`config.mk`:
```
export PLATFORM = sky130hd
export DESIGN_NAME = ex_cdb_arbiter_flat
export DESIGN_NICKNAME = d
export VERILOG_FILES = /design/src/rtl/ex_cdb_arbiter_if.sv /design/src/rtl/ex_cdb_arbiter.sv /design/src/flat_wrapper.sv
export SDC_FILE = /design/constraint.sdc
export NUM_CORES = 1
export LEC_CHECK = 0
export CORE_ASPECT_RATIO = 1.5
export CORE_MARGIN = 8
export CORE_UTILIZATION = 51
export CTS_CLUSTER_DIAMETER = 30
export DETAILED_ROUTE_END_ITERATION = 10
export MAX_ROUTING_LAYER = met4
export PLACE_DENSITY = 0.79
export SYNTH_ARGS = -nofsm -noshare
export SYNTH_HDL_FRONTEND = slang
export SYNTH_SLANG_ARGS = --single-unit
```
`constraint.sdc`:
```
create_clock -name clock -period 3.7 [get_ports clock]
set_input_delay 0.74 -clock clock [delete_from_list [all_inputs] [get_ports clock]]
set_output_delay 0.74 -clock clock [all_outputs]
set_load 0.03 [all_outputs]
```
`src/rtl/ex_cdb_arbiter_if.sv`:
```
// Packet type and the FU/complete-stage bundle for ex_cdb_arbiter.
// master = arbiter side; slave = functional units plus complete stage.
package ex_cdb_pkg;
    typedef struct packed {
        logic        valid;
        logic [5:0]  tag;
        logic [4:0]  dest;
        logic [31:0] result;
    } ex_packet_t;
endpackage

interface ex_cdb_if #(
    parameter int unsigned NUM_FU = 4,
    parameter int unsigned CNT_W  = $clog2(NUM_FU + 1)
);
    import ex_cdb_pkg::*;

    logic                           squash;
    ex_packet_t [NUM_FU-1:0]        fu_packet;
    logic       [NUM_FU-1:0]        fu_stall;
    ex_packet_t                     ex_reg;
    logic       [CNT_W-1:0]         pending_cnt;

    modport master (
        input  squash, fu_packet,
        output fu_stall, ex_reg, pending_cnt
    );

    modport slave (
        output squash, fu_packet,
        input  fu_stall, ex_reg, pending_cnt
    );
endinterface

```
`src/rtl/ex_cdb_arbiter.sv`:
```
// One-slot-per-FU result buffer with round-robin grant onto the registered ex_reg.
// Optional macro EX_ARB_BYPASS_EN lets an empty-slot FU win the same cycle it offers.
module ex_cdb_arbiter
    import ex_cdb_pkg::*;
#(
    parameter int unsigned NUM_FU = 4,
    parameter int unsigned CNT_W  = $clog2(NUM_FU + 1)
) (
    input  logic      clock,
    input  logic      reset,
    ex_cdb_if.master  cdb
);
    localparam int unsigned PTR_W = $clog2(NUM_FU);

    logic       [NUM_FU-1:0] r_slot_valid;
    ex_packet_t [NUM_FU-1:0] r_slot_pkt;
    logic       [PTR_W-1:0]  r_rr_ptr;
    ex_packet_t              r_ex_reg;
    logic       [CNT_W-1:0]  r_pending_cnt;

    logic       [NUM_FU-1:0] w_req;
    logic       [NUM_FU-1:0] w_grant;
    logic       [NUM_FU-1:0] w_stall;
    logic       [NUM_FU-1:0] w_load;
    logic       [NUM_FU-1:0] w_valid_d;
    logic                    w_any;
    logic       [PTR_W-1:0]  w_winner;
    logic       [PTR_W-1:0]  w_idx;
    logic       [PTR_W-1:0]  w_rr_next;
    ex_packet_t              w_win_pkt;
    logic       [CNT_W-1:0]  w_cnt_d;

    always_comb begin
        for (int unsigned i = 0; i < NUM_FU; i++) begin
`ifdef EX_ARB_BYPASS_EN
            w_req[i] = r_slot_valid[i] | cdb.fu_packet[i].valid;
`else
            w_req[i] = r_slot_valid[i];
`endif
        end
    end

    // Scan from the round-robin pointer; first requester wins.
    always_comb begin
        w_any    = 1'b0;
        w_winner = '0;
        w_idx    = '0;
        w_grant  = '0;
        for (int unsigned off = 0; off < NUM_FU; off++) begin
            w_idx = PTR_W'((32'(r_rr_ptr) + off) % NUM_FU);
            if (!w_any && w_req[w_idx]) begin
                w_any    = 1'b1;
                w_winner = w_idx;
            end
        end
        if (w_any) begin
            w_grant[w_winner] = 1'b1;
        end
    end

    always_comb begin
        w_win_pkt = r_slot_pkt[w_winner];
`ifdef EX_ARB_BYPASS_EN
        if (!r_slot_valid[w_winner]) begin
            w_win_pkt = cdb.fu_packet[w_winner];
        end
`endif
        w_win_pkt.valid = 1'b1;
        w_rr_next = (32'(w_winner) == NUM_FU - 1) ? '0 : w_winner + 1'b1;
    end

    // A slot being drained this cycle may refill in the same cycle.
    always_comb begin
        w_cnt_d = '0;
        for (int unsigned i = 0; i < NUM_FU; i++) begin
            w_stall[i] = !cdb.squash && r_slot_valid[i] && !w_grant[i];
            w_load[i]  = cdb.fu_packet[i].valid && !w_stall[i] && !cdb.squash;
`ifdef EX_ARB_BYPASS_EN
            if (w_grant[i] && !r_slot_valid[i]) begin
                w_load[i] = 1'b0;
            end
`endif
            if (cdb.squash) begin
                w_valid_d[i] = 1'b0;
            end else if (w_load[i]) begin
                w_valid_d[i] = 1'b1;
            end else if (w_grant[i]) begin
                w_valid_d[i] = 1'b0;
            end else begin
                w_valid_d[i] = r_slot_valid[i];
            end
            w_cnt_d = w_cnt_d + CNT_W'(w_valid_d[i]);
        end
    end

    always_ff @(posedge clock) begin
        if (reset) begin
            r_slot_valid  <= '0;
            r_slot_pkt    <= '0;
            r_rr_ptr      <= '0;
            r_ex_reg      <= '0;
            r_pending_cnt <= '0;
        end else begin
            r_slot_valid  <= w_valid_d;
            r_pending_cnt <= w_cnt_d;
            for (int unsigned i = 0; i < NUM_FU; i++) begin
                if (w_load[i]) begin
                    r_slot_pkt[i] <= cdb.fu_packet[i];
                end
            end
            // Squash discards the grant and leaves the pointer where it was.
            if (cdb.squash) begin
                r_ex_reg <= '0;
            end else if (w_any) begin
                r_ex_reg <= w_win_pkt;
                r_rr_ptr <= w_rr_next;
            end else begin
                r_ex_reg <= '0;
            end
        end
    end

    assign cdb.fu_stall    = w_stall;
    assign cdb.ex_reg      = r_ex_reg;
    assign cdb.pending_cnt = r_pending_cnt;
endmodule
```
`src/flat_wrapper.sv`:
```
// flat-port wrapper written by rule: the top's interface ports become plain ports
module ex_cdb_arbiter_flat import ex_cdb_pkg::*;
#(
    parameter int unsigned NUM_FU = 4,
    parameter int unsigned CNT_W  = $clog2(NUM_FU + 1)
)
  (clock, reset, cdb_squash, cdb_fu_packet, cdb_fu_stall, cdb_ex_reg, cdb_pending_cnt);
  ex_cdb_if #(.NUM_FU(NUM_FU), .CNT_W(CNT_W)) cdb_i ();
  input  logic clock;
  input  logic reset;
  input wire logic [$bits(cdb_i.squash)-1:0] cdb_squash;
  input wire logic [$bits(cdb_i.fu_packet)-1:0] cdb_fu_packet;
  output wire logic [$bits(cdb_i.fu_stall)-1:0] cdb_fu_stall;
  output wire logic [$bits(cdb_i.ex_reg)-1:0] cdb_ex_reg;
  output wire logic [$bits(cdb_i.pending_cnt)-1:0] cdb_pending_cnt;
  assign cdb_i.squash = cdb_squash;
  assign cdb_i.fu_packet = cdb_fu_packet;
  assign cdb_fu_stall = cdb_i.fu_stall;
  assign cdb_ex_reg = cdb_i.ex_reg;
  assign cdb_pending_cnt = cdb_i.pending_cnt;
  ex_cdb_arbiter #(.NUM_FU(NUM_FU), .CNT_W(CNT_W)) u_core (.clock(clock), .reset(reset), .cdb(cdb_i));
endmodule
```
After elaboration in Yosys (flattened, before gate mapping)
Cells that the tools add are included.

storage, ports and cells
  memory bits (read-only) = 0
  logic and storage cells = 109
  input bits = 179
  RAM bits = 0
  latch bits = 0
  register bits = 229
  memories kept = 0

cells by class
  eq/ne operators = 1
  div/mod/pow operators = 0
  magnitude comparators = 6
  mux-type cells = 35
  reduce and logical (&&, ||, !) cells = 35
  bitwise gates (word level) = 2
  multiply operators = 0
  add/subtract/negate cells = 7
  shifts and indexed selects = 0

operators by type and width
  operator                                                                count
  44-bit binary-select mux with 2-bit select                              1
  44-bit two-way mux                                                      1
  43-bit two-way mux                                                      1
  1-bit two-way mux                                                       21
  1-bit logical AND                                                       20
  2-bit by 3-bit < comparator with 1-bit output (second input constant)   5
  1-bit zero test                                                         12
  2-bit two-way mux                                                       5
  1-bit binary-select mux with 2-bit select                               4
  3-bit by 1-bit adder with 3-bit output                                  2
  2-bit by 1-bit adder with 2-bit output (second input constant)          2
  2-bit adder (second input constant)                                     2
  4-bit two-way mux                                                       1
  3-bit OR reduction                                                      1
  1-bit by 1-bit adder with 2-bit output                                  1
  1-bit demux with 2-bit select                                           1
  2-bit equality test (second input constant)                             1
  2-bit by 1-bit >= comparator with 1-bit output (second input constant)  1
  1-bit inverter                                                          2
  2-bit AND reduction                                                     1
  2-bit OR reduction                                                      1

Depth between registers and ports, before layout
  word-level depth = 27
  gate-level depth with buffers = 13
  mapped depth without buffers = 10

Worst setup path before layout
OpenSTA, ideal clock, no wires.

  path type = register to register
  start point = register u_core.r_slot_valid[0]
  end point = register u_core.r_pending_cnt[1] (netlist: u_core.cdb.pending_cnt[1])
  data arrival time = 2.883 ns
  library setup time = 0.127 ns
  path slack = 0.690 ns
  buffers on the path = 3
  clock period less this slack = 3.010 ns
  stages on the path, launching flop included = 14
  data required time = 3.573 ns
  cell sequence = dfxtp_1 > buf_2 > o21ai_0 > o211a_1 > buf_2 > buf_2 > nor3_1 > or2_2 > ha_1 > inv_1 > fa_1 > inv_1 > ha_1 > nor2b_1

between the ends
  longest elaborated chain between the ends = 27
  elaborated cells between the ends (all ways) = 64
  classes of those cells = add/sub: 3; order compare: 2; mux: 31; reduce/logical: 28

RTL lines
  what                                                    line                   RTL
  start: declaration                                      ex_cdb_arbiter.sv:15   logic [NUM_FU-1:0] r_slot_valid;
  start signal: assignment                                ex_cdb_arbiter.sv:104  r_slot_valid <= w_valid_d;
  1-bit binary-select mux with 2-bit select               ex_cdb_arbiter.sv:51   if (!w_any && w_req[w_idx]) begin
  1-bit two-way mux (implied by the code)                 ex_cdb_arbiter.sv:51
  1-bit two-way mux                                       ex_cdb_arbiter.sv:51
  1-bit zero test                                         ex_cdb_arbiter.sv:51
  1-bit logical AND                                       ex_cdb_arbiter.sv:51
  1-bit two-way mux                                       ex_cdb_arbiter.sv:51
  1-bit zero test                                         ex_cdb_arbiter.sv:51
  1-bit logical AND                                       ex_cdb_arbiter.sv:51
  [11 not listed]                                         -
  net cdb_fu_stall[1]                                     flat_wrapper.sv:13     output wire logic [$bits(cdb_i.fu_stall)-1:0] cdb_fu_stall;
  1-bit zero test *                                       ex_cdb_arbiter.sv:77   w_load[i] = cdb.fu_packet[i].valid && !w_stall[i] && !cdb.squash;
  1-bit logical AND * (2 in series)                       ex_cdb_arbiter.sv:77
  1-bit two-way mux *                                     ex_cdb_arbiter.sv:85   end else if (w_load[i]) begin
  1-bit two-way mux *                                     ex_cdb_arbiter.sv:83   if (cdb.squash) begin
  net u_core.w_valid_d[1]                                 ex_cdb_arbiter.sv:25   logic [NUM_FU-1:0] w_valid_d;
  1-bit by 1-bit adder with 2-bit output *                ex_cdb_arbiter.sv:92   w_cnt_d = w_cnt_d + CNT_W'(w_valid_d[i]);
  3-bit by 1-bit adder with 3-bit output * (2 in series)  ex_cdb_arbiter.sv:92
  net u_core.w_cnt_d[1]                                   ex_cdb_arbiter.sv:31   logic [CNT_W-1:0] w_cnt_d;
  end signal: assignment                                  ex_cdb_arbiter.sv:105  r_pending_cnt <= w_cnt_d;
  end: declaration                                        ex_cdb_arbiter.sv:19   logic [CNT_W-1:0] r_pending_cnt;

The timed path passes the listed nets; every way through them passes the cells marked *. The select of a mux whose other input is x is not followed.
A chain may end at the register's enable or synchronous reset.

Final worst setup path
  start point = register u_core.r_rr_ptr[1]
  end point = output cdb_fu_stall[1]

between the ends
  longest elaborated chain between the ends = 19
  elaborated cells between the ends (all ways) = 33
  classes of those cells = add/sub: 3; order compare: 2; mux: 19; reduce/logical: 9

RTL lines
  what                                                                                                    line                   RTL
  start: declaration                                                                                      ex_cdb_arbiter.sv:17   logic [PTR_W-1:0] r_rr_ptr;
  start signal: assignment                                                                                ex_cdb_arbiter.sv:116  r_rr_ptr <= w_rr_next;
  parallel branches: the longest is 16 deep, another holds 2-bit by 3-bit < comparator with 1-bit output  -
  4-bit two-way mux *                                                                                     ex_cdb_arbiter.sv:56   if (w_any) begin
  1-bit zero test *                                                                                       ex_cdb_arbiter.sv:76   w_stall[i] = !cdb.squash && r_slot_valid[i] && !w_grant[i];
  1-bit logical AND *                                                                                     ex_cdb_arbiter.sv:76
  end: declaration                                                                                        flat_wrapper.sv:13

Every way passes the cells marked *. The select of a mux whose other input is x is not followed.

==> impl_metrics.prom <==
# TYPE chip_impl_metric gauge
chip_impl_metric{name="setup_violations",unit=""} 0
chip_impl_metric{name="boundaryPins",unit=""} 230
chip_impl_info{name="critical_path.reg2reg.endpoint",value="u_core.cdb.pending_cnt[1]"} 1
chip_impl_metric{name="worstMarginPinSlew",unit="ns"} 1.28
chip_impl_metric{name="synth-seq-cells",unit=""} 225
chip_impl_metric{name="grtUsageTotal",unit=""} 0.282
chip_impl_metric{name="netlist.area_leader.share",unit=""} 0.424
chip_impl_metric{name="ff_latch_area",unit="µm²"} 4510
chip_impl_metric{name="maxSlewViolCount",unit=""} 0
chip_impl_info{name="tritoncts",value="yes"} 1
chip_impl_metric{name="cts_resized",unit=""} 0
chip_impl_metric{name="io_buffers",unit=""} 229
chip_impl_metric{name="reg2reg_setup_slack",unit="ns"} 0.87
chip_impl_metric{name="slew_headroom",unit=""} 0.146
chip_impl_metric{name="drtIter0Drc",unit=""} 1019
chip_impl_metric{name="yosys_warnings",unit=""} 0
chip_impl_metric{name="finalWirelength",unit="µm"} 37000
chip_impl_metric{name="remaining_drc_errors",unit=""} 0
chip_impl_info{name="min_path_type",value="reg -> reg"} 1
chip_impl_metric{name="achievable-frequency",unit="MHz"} 282
chip_impl_metric{name="max_reg_flops",unit=""} 172
chip_impl_metric{name="clk_transition_reported_paths",unit="ns"} 0.05
chip_impl_metric{name="post-cts-setup-buffer-count",unit=""} 0
chip_impl_info{name="worst_setup_path_end_kind",value="output pin"} 1
chip_impl_metric{name="synth.lib_cells_used.distinct",unit=""} 41
chip_impl_metric{name="fin_worst_skew",unit="ns"} 0.0154
chip_impl_metric{name="congestion_overflow_gr",unit=""} 0
chip_impl_metric{name="postSynthCellCount",unit=""} 1226
chip_impl_metric{name="num_vias",unit=""} 10500
chip_impl_metric{name="period_share",unit=""} 0.957
chip_impl_metric{name="globalplace.congestion",unit=""} 0.897
chip_impl_metric{name="floorplan.die.height",unit="µm"} 193
chip_impl_metric{name="pin_count_of_the_biggest_net_entering_global_routing",unit=""} 87
chip_impl_metric{name="wire_per_inst",unit="µm"} 22.1
chip_impl_metric{name="antenna_violations_before_repair",unit=""} 0
chip_impl_metric{name="p_leak",unit="nW"} 5.25
chip_impl_metric{name="drive_gt1_frac",unit=""} 0.120
chip_impl_info{name="rsz_0062_raised_after_global_routing",value="false"} 1
chip_impl_metric{name="drt.antenna.violating_nets",unit=""} 0
chip_impl_metric{name="max_cap_violations",unit=""} 0
chip_impl_metric{name="number_of_search_and_repair_iterations_in_the_first_detailed_routing_pass",unit=""} 5
chip_impl_info{name="startpoint_type",value="flop"} 1
chip_impl_info{name="clockRootBuffer",value="sky130_fd_sc_hd__clkbuf_16"} 1
chip_impl_info{name="top_cells_by_count_synth",value="225 x sky130_fd_sc_hd__dfxtp_1, 129 x sky130_fd_sc_hd__nand3_1, 125 x sky130_fd_sc_hd__o21ai_0"} 1
chip_impl_metric{name="fin_nets",unit=""} 1558
chip_impl_metric{name="floorplan.die.width",unit="µm"} 134
chip_impl_info{name="hold_endpoint",value="u_core.r_slot_pkt[100]"} 1
chip_impl_metric{name="ir_drop",unit="mV"} 0.334
chip_impl_metric{name="cts.htree.levels",unit=""} 2
chip_impl_info{name="ys_dominant_reg_cell",value="sky130_fd_sc_hd__dfxtp_1"} 1
chip_impl_info{name="crit_path_top_delay_cell",value="sky130_fd_sc_hd__clkdlybuf4s50_1"} 1
chip_impl_metric{name="detailedPlacementHpwl",unit="µm"} 22400
chip_impl_metric{name="final.min_clock_period",unit="ns"} 3.54
chip_impl_metric{name="crit_arrival",unit="ns"} 2.80
chip_impl_info{name="r2r_start",value="u_core.r_rr_ptr[1]"} 1
chip_impl_metric{name="pwr_density_cell",unit="nW/µm²"} 501
chip_impl_info{name="cp_cell_sequence",value="o21ai_0, o211a_2, nor3_1, clkdlybuf4s50_1"} 1
chip_impl_metric{name="core_region_area",unit="µm²"} 20400
chip_impl_info{name="post-synth-top-count-cell",value="sky130_fd_sc_hd__dfxtp_1"} 1
chip_impl_metric{name="final_core_utilization",unit=""} 0.705
chip_impl_metric{name="multi_input_comb_area",unit="µm²"} 5570
chip_impl_metric{name="clk-insertion-delay-late",unit="ns"} 0.52
chip_impl_info{name="criticalPathCategory",value="reg -> out"} 1
chip_impl_metric{name="min_path_cells",unit=""} 2
chip_impl_metric{name="seq_area_frac_synth",unit=""} 0.424
chip_impl_metric{name="via_count_of_the_first_global_routing_pass",unit=""} 10400
chip_impl_metric{name="signed_area_change_from_the_synthesized_netlist_to_the_final_layout",unit="%"} 35.5
chip_impl_info{name="synth_area_leader_cell",value="sky130_fd_sc_hd__dfxtp_1"} 1
chip_impl_metric{name="numClockSinks",unit=""} 225
chip_impl_metric{name="design.die.area",unit="µm²"} 25800
chip_impl_metric{name="postSynth.asyncResetShare",unit=""} 0
chip_impl_metric{name="mappedNetlistNets",unit=""} 1408
chip_impl_metric{name="n_antenna_cell",unit=""} 0
chip_impl_metric{name="post_synth.cell_area_avg",unit="µm²"} 8.67
chip_impl_metric{name="postCtsHoldBufs",unit=""} 0
chip_impl_info{name="status",value="finished clean"} 1
chip_impl_metric{name="grt_pass1_wl",unit="µm"} 57000
chip_impl_metric{name="n_fill_cell",unit=""} 1608
chip_impl_info{name="synthTopCellsByArea",value="sky130_fd_sc_hd__dfxtp_1 42%, sky130_fd_sc_hd__nand3_1 6.1%, sky130_fd_sc_hd__nor3b_1 6.1%"} 1
chip_impl_info{name="holdCritStartpoint",value="u_core.r_slot_pkt[100]"} 1
chip_impl_metric{name="cts-root-to-sink-buffers",unit=""} 3
chip_impl_metric{name="crit_path_max_fanout",unit=""} 16
chip_impl_metric{name="synthesis.area",unit="µm²"} 10600
chip_impl_metric{name="worst-endpoint-required",unit="ns"} 2.96
chip_impl_metric{name="totalNegativeSetupSlack",unit="ns"} 0
chip_impl_metric{name="synth_edf_count",unit=""} 0
chip_impl_metric{name="cts_buffers",unit=""} 40
chip_impl_metric{name="timing.reg2reg.worst_path_depth",unit=""} 8
chip_impl_metric{name="final_hold_viol_count",unit=""} 0
chip_impl_metric{name="initial_core_util",unit=""} 0.520
chip_impl_metric{name="critical_path.max_stage_delay",unit="ns"} 0.74
chip_impl_metric{name="viasPerCell",unit=""} 6.29
chip_impl_metric{name="placementRows",unit=""} 64
==> layout make-up <==
| class | instances | area share |
|---|---|---|
| Timing Repair Buffer | 256 | 0.177 |
| Clock inverter | 21 | 0.0176 |
| Clock buffer | 51 | 0.0802 |
| Inverter | 10 | 0.00278 |
| Sequential cell | 225 | 0.313 |
| Multi-Input combinational cell | 843 | 0.387 |
| Tap cell | 264 | 0.0229 |
==> metal layers <==
layer  vias up  track usage  share of wire
met4         0        0.135          0.044
met5         -            -              0
met2       464        0.483           0.50
met1      5060        0.320           0.39
met3        98       0.0380          0.059
li1       4874            -              -
==> cell families after synthesis <==
group,after synthesis,share of synthesized area
DFF,225,0.424
and+or+nand+nor,420,0.230
AOI/OAI and AO/OA,377,0.240
buffers and inverters,158,0.0622
muxes,43,0.0405
adders and majority gates,3,0.00424
==> worst max-delay path by stage <==
stage                     slack, ns                   endpoint                    from  cells past startpoint
after floorplan                0.69  u_core.cdb.pending_cnt[1]  u_core.r_slot_valid[0]                     13
after global placement         0.69            cdb_fu_stall[1]              cdb_squash                      3
after detailed placement       0.63            cdb_fu_stall[3]              cdb_squash                      4
after CTS                      0.18            cdb_fu_stall[1]      u_core.r_rr_ptr[1]                      4
after global routing           0.05            cdb_fu_stall[1]      u_core.r_rr_ptr[1]                      4
final                          0.16            cdb_fu_stall[1]      u_core.r_rr_ptr[1]                      4
==> critical path: cells and delay by family (launching register included) <==
kind / cells / cell delay, ns
DFF: 1 / 0.71
AOI/OAI and AO/OA: 2 / 0.57
buffers and inverters: 1 / 0.74
and+or+nand+nor: 1 / 0.25
==> cells in the final DEF (no fill, tap or decap), drive strengths merged, types with 2 or more instances in the layout <==
master         Yosys  layout
clkdlybuf4s50      0     227
bufinv             0       4
dfxtp            225     225
a21oi             96      96
o21a               2       2
clkinv             0      10
and3              43      43
buf               27      29
nand2b             6       6
clkbuf           121      51
clkinvlp           0       2
mux2i             43      43
nor2              10      10
a211oi             5       5
a21o               2       2
nor3b             86      86
a32o              43      43
inv               10      15
nor3               6       6
nor2b              5       5
ha                 2       2
a32oi             43      43
a221o             44      44
o21ba              2       2
or2                4       4
nand3            129     129
o21ai            135     135
or3b              43      43
nand2             87      87
==> metrics by stage <==
stage | power, mW | cells | hold WS [ns] | setup WS (ns) | cell area (µm²)
CTS | 7.23 | 1670 | 0.458 | 0.177 | 14400
detailed placement | 3.45 | 1598 | 0.447 | 0.632 | 13000
floorplan | 3.08 | 1226 | 0.435 | 0.690 | 10600
global placement | 3.44 | 1598 | 0.443 | 0.687 | 13000
finish | 7.21 | 1670 | 0.457 | 0.159 | 14400
global route | 7.43 | 1670 | 0.470 | 0.0457 | 14400
==> power breakdown <==
group	internal (mW)	switching, mW	leakage (nW)
registers	2.55	0.0894	1.84
clock network	2.50	1.29	0.695
logic	0.362	0.418	2.72
No activity file was read; power rests on OpenSTA's default activity.
